[src/rtl/bus_arbiter_pkg.sv]
// Shared types and limits for the bus command arbiter and its strobe delay units.
package bus_arbiter_pkg;

    localparam int MAX_MASTERS   = 8;
    localparam int MAX_CMD_DELAY = 4;
    localparam int IDX_W         = $clog2(MAX_MASTERS);
    localparam int CNT_W         = $clog2(MAX_CMD_DELAY + 1);

    typedef enum logic [1:0] {
        CPU_OWN,
        HOLD_REQ,
        MASTER_OWN,
        RELEASE
    } arb_state_t;

endpackage

[src/rtl/cmd_strobe_delay.sv]
// Delays an active-low CPU strobe by CMD_DELAY falling CPU clock edges; the command
// drops back the moment the strobe rises.
module cmd_strobe_delay
    import bus_arbiter_pkg::*;
#(
    parameter int CMD_DELAY = 1
) (
    input  logic clock,
    input  logic reset,
    input  logic enable,
    input  logic strobe_n,
    input  logic cpu_clock_negedge,
    output logic active
);

    localparam logic [CNT_W-1:0] TERMINAL = CNT_W'(CMD_DELAY);

    logic [CNT_W-1:0] count;

    // Saturating count; any high strobe (or loss of bus ownership) restarts it.
    always_ff @(posedge clock or posedge reset) begin
        if (reset) begin
            count <= '0;
        end else if (!enable || strobe_n) begin
            count <= '0;
        end else if (cpu_clock_negedge && (count != TERMINAL)) begin
            count <= count + CNT_W'(1);
        end
    end

    assign active = enable & ~strobe_n & (count == TERMINAL);

endmodule

[src/rtl/bus_command_arbiter.sv]
// Arbitrates the system bus between the CPU and round-robin bus masters via HOLD/HLDA.
// Define BUS_COMMAND_ARBITER_ADVANCED_WRITE_EN to make CPU IO writes undelayed.
module bus_command_arbiter
    import bus_arbiter_pkg::*;
#(
    parameter int NUM_MASTERS = 3,
    parameter int CMD_DELAY   = 1
) (
    input  logic                   clock,
    input  logic                   reset,
    input  logic                   cpu_clock_posedge,
    input  logic                   cpu_clock_negedge,
    input  logic                   ALE,
    input  logic                   IO_OR_M,
    input  logic                   DT_OR_R,
    input  logic                   RD_N,
    input  logic                   WR_N,
    input  logic                   DEN_N,
    output logic                   HOLD,
    input  logic                   HLDA,
    input  logic [NUM_MASTERS-2:0] m_req,
    output logic [NUM_MASTERS-2:0] m_grant,
    input  logic [NUM_MASTERS-2:0] m_io_or_m,
    input  logic [NUM_MASTERS-2:0] m_rd_n,
    input  logic [NUM_MASTERS-2:0] m_wr_n,
    output logic                   X_IO_OR_M,
    output logic                   R_OR_DT,
    output logic                   MEMR_N,
    output logic                   MEMW_N,
    output logic                   IOR_N,
    output logic                   IOW_N,
    output logic                   IO_E
);

    arb_state_t             state;
    logic                   hold_q;
    logic [NUM_MASTERS-2:0] grant_q;
    logic [NUM_MASTERS-2:0] grant_next;
    logic [IDX_W-1:0]       last_idx;
    logic [IDX_W-1:0]       winner;
    logic [IDX_W-1:0]       cand;
    logic                   found;
    logic                   x_io_q;
    logic                   x_io_now;
    logic                   cpu_own;
    logic                   rd_active;
    logic                   io_wr_ok;
    logic [MAX_MASTERS-1:0] req_ext;
    logic [MAX_MASTERS-1:0] io_ext;
    logic [MAX_MASTERS-1:0] rd_ext;
    logic [MAX_MASTERS-1:0] wr_ext;
    logic                   sel_rd_ok;
    logic                   sel_wr_ok;

    assign req_ext  = MAX_MASTERS'(m_req);
    assign io_ext   = MAX_MASTERS'(m_io_or_m);
    assign rd_ext   = MAX_MASTERS'(m_rd_n);
    assign wr_ext   = MAX_MASTERS'(m_wr_n);
    assign cpu_own  = (state == CPU_OWN);
    assign x_io_now = ALE ? IO_OR_M : x_io_q;

    // Search starts just past the last winner; reset points last_idx at the top index.
    always_comb begin
        winner = last_idx;
        found  = 1'b0;
        cand   = '0;
        for (int k = 1; k <= NUM_MASTERS - 1; k++) begin
            cand = IDX_W'((int'(last_idx) + k) % (NUM_MASTERS - 1));
            if (!found && req_ext[cand]) begin
                winner = cand;
                found  = 1'b1;
            end
        end
        for (int i = 0; i < NUM_MASTERS - 1; i++) begin
            grant_next[i] = (winner == IDX_W'(i));
        end
    end

    always_ff @(posedge clock or posedge reset) begin
        if (reset) begin
            state    <= CPU_OWN;
            hold_q   <= 1'b0;
            grant_q  <= '0;
            last_idx <= IDX_W'(NUM_MASTERS - 2);
            x_io_q   <= 1'b1;
        end else begin
            if (cpu_own && ALE) begin
                x_io_q <= IO_OR_M;
            end
            case (state)
                CPU_OWN: begin
                    if (cpu_clock_posedge && (|m_req)) begin
                        hold_q <= 1'b1;
                        state  <= HOLD_REQ;
                    end
                end
                HOLD_REQ: begin
                    if (!(|m_req)) begin
                        hold_q <= 1'b0;
                        state  <= CPU_OWN;
                    end else if (cpu_clock_posedge && HLDA) begin
                        grant_q  <= grant_next;
                        last_idx <= winner;
                        state    <= MASTER_OWN;
                    end
                end
                // Losing HLDA also ends the tenure so a grant never outlives the acknowledge.
                MASTER_OWN: begin
                    if (!req_ext[last_idx] || !HLDA) begin
                        grant_q <= '0;
                        state   <= RELEASE;
                    end
                end
                RELEASE: begin
                    if (cpu_clock_posedge) begin
                        hold_q <= 1'b0;
                    end
                    if (!hold_q && !HLDA) begin
                        state <= CPU_OWN;
                    end
                end
                default: state <= CPU_OWN;
            endcase
        end
    end

    cmd_strobe_delay #(.CMD_DELAY(CMD_DELAY)) u_rd_delay (
        .clock             (clock),
        .reset             (reset),
        .enable            (cpu_own),
        .strobe_n          (RD_N),
        .cpu_clock_negedge (cpu_clock_negedge),
        .active            (rd_active)
    );

`ifdef BUS_COMMAND_ARBITER_ADVANCED_WRITE_EN
    assign io_wr_ok = ~WR_N & RD_N;
`else
    logic wr_active;

    cmd_strobe_delay #(.CMD_DELAY(CMD_DELAY)) u_wr_delay (
        .clock             (clock),
        .reset             (reset),
        .enable            (cpu_own),
        .strobe_n          (WR_N),
        .cpu_clock_negedge (cpu_clock_negedge),
        .active            (wr_active)
    );

    assign io_wr_ok = wr_active & RD_N;
`endif

    assign sel_rd_ok = ~rd_ext[last_idx] & wr_ext[last_idx];
    assign sel_wr_ok = ~wr_ext[last_idx] & rd_ext[last_idx];

    // Commands are gated by reset so they rise immediately without passing through 0.
    always_comb begin
        X_IO_OR_M = 1'b1;
        R_OR_DT   = 1'b1;
        MEMR_N    = 1'b1;
        MEMW_N    = 1'b1;
        IOR_N     = 1'b1;
        IOW_N     = 1'b1;
        if (!reset) begin
            X_IO_OR_M = x_io_q;
            case (state)
                CPU_OWN: begin
                    X_IO_OR_M = x_io_now;
                    R_OR_DT   = ~DT_OR_R;
                    MEMR_N    = ~(rd_active & WR_N & ~x_io_now);
                    IOR_N     = ~(rd_active & WR_N & x_io_now);
                    MEMW_N    = ~(~WR_N & RD_N & ~x_io_now);
                    IOW_N     = ~(io_wr_ok & x_io_now);
                end
                MASTER_OWN: begin
                    X_IO_OR_M = 1'b1;
                    MEMR_N    = ~(sel_rd_ok & ~io_ext[last_idx]);
                    IOR_N     = ~(sel_rd_ok & io_ext[last_idx]);
                    MEMW_N    = ~(sel_wr_ok & ~io_ext[last_idx]);
                    IOW_N     = ~(sel_wr_ok & io_ext[last_idx]);
                end
                default: begin
                end
            endcase
        end
    end

    assign IO_E    = ~((DEN_N | IOR_N) & IOW_N);
    assign HOLD    = hold_q;
    assign m_grant = grant_q;

endmodule
[config.mk]
export PLATFORM = sky130hd
export DESIGN_NAME = bus_command_arbiter
export DESIGN_NICKNAME = d
export VERILOG_FILES = /design/src/rtl/bus_arbiter_pkg.sv /design/src/rtl/cmd_strobe_delay.sv /design/src/rtl/bus_command_arbiter.sv
export SDC_FILE = /design/constraint.sdc
export NUM_CORES = 1
export LEC_CHECK = 0
export ABC_CLOCK_PERIOD_IN_PS = 2800
export BUFFER_PORTS_ARGS = -buffer_cell sky130_fd_sc_hd__buf_4
export CAP_MARGIN = 20
export CELL_PAD_IN_SITES_DETAIL_PLACEMENT = 0
export CELL_PAD_IN_SITES_GLOBAL_PLACEMENT = 1
export CORE_MARGIN = 5
export CORE_UTILIZATION = 25
export DETAILED_ROUTE_END_ITERATION = 7
export PLACE_DENSITY = 0.52
export SYNTH_ARGS = -nofsm -noshare
export SYNTH_HDL_FRONTEND = slang
export SYNTH_SLANG_ARGS = --single-unit
[constraint.sdc]
create_clock -name clock -period 2.8 [get_ports clock]
set_clock_uncertainty 0.15 [all_clocks]
set_input_delay 0.28 -clock clock [delete_from_list [all_inputs] [get_ports clock]]
set_output_delay 0.28 -clock clock [all_outputs]
set_load 0.02 [all_outputs]
# Yosys cells after proc, flatten, opt, wreduce, memory -nomap -nowiden
# Cells that the tools add are included.
[totals] reg_bits=15 latchBits=0 ram_bits=0 rom_bits=0 in_bits=19 out_inout_bits=10 memories=0
[op_classes] n_addsub=4 multipliers=0 div_mod_pow=0 n_lt_le_gt_ge=3 eq_ne=16 n_shift=0 mux=46 bitwise_logic=37 reduce_logical=26
[op_table] cell="$and 1x1->1" n=18
[op_table] cell="$mux 1" n=18
[op_table] cell="$mux 3" n=6
[op_table] cell="$mux 2" n=8
[op_table] cell="$not 1->1" n=16
[op_table] cell="$bmux 1 s3" n=4
[op_table] cell="$lt 3x4->1 const B" n=3
[op_table] cell="$ne 2x2->1 const B" n=6
[op_table] cell="$reduce_and 4->1" n=3
[op_table] cell="$pmux 1 s2" n=5
[op_table] cell="$eq 3x1->1 const B" n=3
[op_table] cell="$pmux 2 s4" n=1
[op_table] cell="$logic_and 1x1->1" n=7
[op_table] cell="$add 3x1->3 const B" n=2
[op_table] cell="$ne 3x1->1 const B" n=2
[op_table] cell="$reduce_bool 2->1" n=3
[op_table] cell="$logic_not 1->1" n=5
[op_table] cell="$bmux 1 s2" n=2
[op_table] cell="$eq 2x2->1 const B" n=2
[op_table] cell="$pmux 2 s2" n=1
[op_table] cell="$logic_not 3->1" n=1
[op_table] cell="$logic_or 1x1->1" n=3
[op_table] cell="$ne 3x3->1 const B" n=1
[op_table] cell="$pmux 1 s3" n=1
[op_table] cell="9 further kinds" n=11

# Logic depth before layout (Yosys ltp)
[depth] word_depth=12 mapped_depth=6 mapped_depth_nobuf=6

# Modules after synthesis
# A second synthesis with hierarchy kept.
[unflattened] hier_cells=118 area_unflattened_um2=1072.3
[modules_own_cells] mod="bus_command_arbiter" n_inst=1 cells_each=76 area_per_inst_um2=676.9 seq_area_each_um2=227.7
[modules_own_cells] mod="cmd_strobe_delay" n_inst=2 cells_each=21 area_per_inst_um2=197.7 seq_area_each_um2=75.1

# Worst setup path before layout
# OpenSTA, ideal clock, no wires.
[synth_path] path_kind="register -> output" startpoint="reg last_idx[0]" endpoint="out IO_E" t_arrival_ps=1847 required_time_ps=2370 setup_slack_ps=523 stages_incl_launch_ff=6 n_path_buf=1 cell_sequence="dfstp_2 clkbuf_1 mux2i_1 a211oi_1 o21ai_1 a21bo_1"
[synth_between] word_cells_on_any_way=21
[synth_rtl] element="from (decl)" line="bus_command_arbiter.sv:39" text="logic [IDX_W-1:0] last_idx;"
[synth_rtl] element="from (signal assigned)" line="bus_command_arbiter.sv:84" text="last_idx <= IDX_W'(NUM_MASTERS - 2);"
[synth_rtl] element="from (signal assigned)" line="bus_command_arbiter.sv:103" text="last_idx <= winner;"
[synth_rtl] element="$bmux 1 s3" line="bus_command_arbiter.sv:154" text="assign sel_wr_ok = ~wr_ext[last_idx] & rd_ext[last_idx];"
[synth_rtl] element="$mux 1 (implied by the code)" line="bus_command_arbiter.sv:154"
[synth_rtl] element="$not 1->1" line="bus_command_arbiter.sv:154"
[synth_rtl] element="$and 1x1->1" line="bus_command_arbiter.sv:154"
[synth_rtl] element="$and 1x1->1 (*)" line="bus_command_arbiter.sv:180" text="IOW_N = ~(sel_wr_ok & io_ext[last_idx]);"
[synth_rtl] element="$not 1->1 (*)" line="bus_command_arbiter.sv:180"
[synth_rtl] element="$pmux 1 s2 (*)" line="bus_command_arbiter.sv:166" text="case (state)"
[synth_rtl] element="$mux 1 (*)" line="bus_command_arbiter.sv:164" text="if (!reset) begin"
[synth_rtl] element="via IOW_N" line="bus_command_arbiter.sv:31" text="output logic IOW_N,"
[synth_rtl] element="$and 1x1->1 (*)" line="bus_command_arbiter.sv:188" text="assign IO_E = ~((DEN_N | IOR_N) & IOW_N);"
[synth_rtl] element="$not 1->1 (*)" line="bus_command_arbiter.sv:188"
[synth_rtl] element="to (decl)" line="bus_command_arbiter.sv:32" text="output logic IO_E"
# The timed path passes the listed nets; every way through them passes the cells marked *. The select of a mux whose other input is x is not followed.

==> results.toml <==
[run_status]
status = "finished clean"

[power_and_ir_drop]
powerDensity_nw_per_um2 = 704
pwr-share-seq_pct = 40.5
p_int_mw = 0.551
power_mw = 0.919
p_sw_mw = 0.368
clkPwrFrac_pct = 19.5
ir_worst_vdd_uv = 372
p_leak_nw = 0.609
power_frac_comb_pct = 40.0
sw_frac_of_total_pct = 40.1

[cts]
hold_buffers = 1
cts.sinks = 15
cts_resized = 0
cts_root_buf = "clkbuf_8"
insertion_delay_ns = 0.25
htreeDepth = 1
cts_tree = "done"
clock_path_buffers = 2
numCtsBuffers = 3
cts_setup_buffers = 0
path_clk_slew_ns = 0.07

[timing]
hold_viol = 0
rsz0062_at_grt = "false"
max_freq_mhz = 408
post-route-min-period_ns = 2.45
setup_violations = 0
period_share_pct = 87.5
timing.hold.ws_ns = 0.0777
relSlewSlack_pct = 68.0
timing.final.max_slew_violations = 0
finalSetupTns_ns = 0
worstMarginPinSlew_ns = 0.466
fin_ws_ns = 0.350

[routing]
route.vias.total = 911
vias_per_cell = 4.74
wl_um = 2560
drc = 0
drt_iter0_drc = 26
ant_nets = 0
first_pass_iters = 4
avgRoutedWirePerCell_um = 13.3

[job]
maxCapViolations = 0

[cells_and_area]
area_growth_pct = 32.7
final_common_cell = "buf_4"
nets = 168
mostFrequentLayoutCells = "buf_4, nand2_1, dfrtp_1"
antenna_cells = 0
layout-drive-gt1-share_pct = 30.6
nFillCells = 421

[critical_path]
max_stage_delay_ns = 0.50
cp_num_cells = 5
critPathKind = "reg2out"
rrSetupSlack_ns = 0.96
cp.required_ns = 2.37
critPathCapture = "IO_E"
crit_path_end_kind = "output pin"
cp_data_arrival_time_ns = 2.02
timing.rr.end = "m_grant[1]$_DFFE_PP0P_"
crit_path_cell_trace = "or3_1 > nor4b_1 > o21ai_1 > a21bo_1 > buf_4"
start_kind = "register"
r2r_start = "state[0]$_DFFE_PP0P_"
crit_slowest_cell = "dfrtp_1"
cp_top_family = "simple AND/OR/NAND/NOR gates"
worstRegToRegCells = 4
crit_fanout = 12
critPathBufInv = 1

[placement]
pre_cts_ws_ns = 0.608
place_congestion = 0.691
io_buffers = 28
dp.final_hpwl_um = 2030

[floorplan]
die_width_um = 72.8
ioPinCount = 29
coreArea_um2 = 3740
rows = 22
floorplan.die_area_um2 = 5290
start_util_pct = 26.3
die_y_um = 72.8

[grt]
grt_pass1_wl_um = 4220
antenna_found_initial = 0
grt_remaining_overflow = 0
grt_pass1_vias = 968
grtUsageTotal_pct = 10.0
grt_max_degree = 14

[synthesis]
ys_warn_count = 0
syn_inst = 113
netlist_area_um2 = 985
seq_area_frac_synth_pct = 38.4
syn_nets = 136
ys_seq_elements = 15
synthDistinctLibCells = 40
synth_area_per_cell_um2 = 8.71

[hold_path]
worstHoldPathType = "in2reg"
==> metal layers <==
metal,GRT usage (%),share of wire (%),vias up
li1,-,-,467
met1,12.3,47,420
met2,16.8,46,20
met3,2.20,5.6,4
met4,4.30,1.3,0
met5,0,0,-
==> cell families after synthesis <==
group | Yosys count | share of synthesized area, %
AOI/OAI and AO/OA | 27 | 17.9
xor gates and xnor gates | 2 | 1.78
adders and majority gates | 4 | 5.08
buffers and inverters | 10 | 3.94
DFF | 15 | 38.4
muxes | 5 | 5.34
and+or+nand+nor | 50 | 27.6
==> cells in the mapped netlist <==
| cell | count | area, um^2 |
|---|---|---|
| nor2_2 | 1 | 6.26 |
| or3_4 | 1 | 11.3 |
| nand2_1 | 17 | 63.8 |
| ha_1 | 4 | 50.1 |
| nand3_1 | 4 | 20.0 |
| a21o_1 | 2 | 15.0 |
| o21ai_1 | 1 | 5.00 |
| a32o_1 | 1 | 10.0 |
| a21bo_1 | 1 | 10.0 |
| a22o_1 | 1 | 8.76 |
| or3b_2 | 1 | 8.76 |
| and2_1 | 1 | 6.26 |
| or3_1 | 1 | 6.26 |
| a21oi_1 | 7 | 35.0 |
| nor4bb_1 | 1 | 10.0 |
| nor3_1 | 3 | 15.0 |
| a32oi_1 | 1 | 8.76 |
| buf_2 | 1 | 5.00 |
| dfstp_2 | 2 | 52.6 |
| nand3b_1 | 1 | 7.51 |
| or2_2 | 1 | 6.26 |
| nand2b_1 | 1 | 6.26 |
| xor2_1 | 2 | 17.5 |
| a2111oi_2 | 1 | 15.0 |
| clkbuf_1 | 2 | 7.51 |
| o21ai_0 | 9 | 45.0 |
| nor4b_1 | 2 | 17.5 |
| dfrtp_1 | 13 | 325 |
| inv_1 | 7 | 26.3 |
| and4b_1 | 1 | 10.0 |
| o32ai_1 | 1 | 8.76 |
| nor2_1 | 8 | 30.0 |
| and3b_1 | 1 | 8.76 |
| or4b_1 | 1 | 10.0 |
| nor4_1 | 2 | 12.5 |
| and2_2 | 2 | 15.0 |
| mux2_2 | 2 | 22.5 |
| mux2i_1 | 3 | 30.0 |
| o31ai_1 | 1 | 7.51 |
| a211oi_1 | 1 | 7.51 |
==> sequential cells by signal, indices dropped and copies added (netlist names), named ones only <==
| register | count |
|---|---|
| HOLD | 1 |
| last_idx | 3 |
| m_grant | 2 |
| state | 1 |
| u_rd_delay.count | 3 |
| u_wr_delay.count | 3 |
| x_io_q | 1 |
==> worst register-to-register path, cell delays in order, from the launching register on <==
cell and delay (ns):
dfrtp_1 0.56, nand3_1 0.15, or3_4 0.39, a2111oi_2 0.41
a21o_1 0.13
==> final cells by class <==
type                    count  area, um^2  area share [%]
clock buffers               3        41.3            3.16
inverters                   7        26.3            2.01
clock inverters             1        5.00           0.383
flip-flops and latches     15         378            28.9
repair buffers             30         228            17.4
well taps                  48        60.1            4.60
multi-input cells          88         568            43.5
==> power by group through the flow <==
stage / Sequential (mW) / Clock (mW) / Combinational [mW]
after detailed placement: 0.376 / 0 / 0.373
final: 0.372 / 0.180 / 0.367
after floorplan: 0.338 / 0 / 0.276
after global routing: 0.384 / 0.197 / 0.410
after CTS: 0.372 / 0.189 / 0.376
after global placement: 0.371 / 0 / 0.377
==> metrics by stage <==
step / utilization, % / instance area [um^2] / std cells
5_1_grt: 34.9 / 1310 / 192
4_1_cts: 34.9 / 1310 / 192
3_5_place_dp: 33.4 / 1250 / 187
3_3_place_gp: 33.4 / 1250 / 187
6_report: 34.9 / 1310 / 192
2_1_floorplan: - / 985 / 113
==> worst min-delay path by stage <==
stage	start	endpoint	depth (start not counted)
2_1_floorplan	reset	HOLD$_DFFE_PP0P_	1
3_3_place_gp	reset	u_wr_delay.count[2]$_DFFE_PP0P_	2
3_5_place_dp	reset	u_wr_delay.count[2]$_DFFE_PP0P_	2
4_1_cts	RD_N	u_rd_delay.count[2]$_DFFE_PP0P_	2
5_1_grt	RD_N	u_rd_delay.count[2]$_DFFE_PP0P_	2
6_report	RD_N	u_rd_delay.count[2]$_DFFE_PP0P_	2
Note: power is estimated with default switching activity, not from simulation.
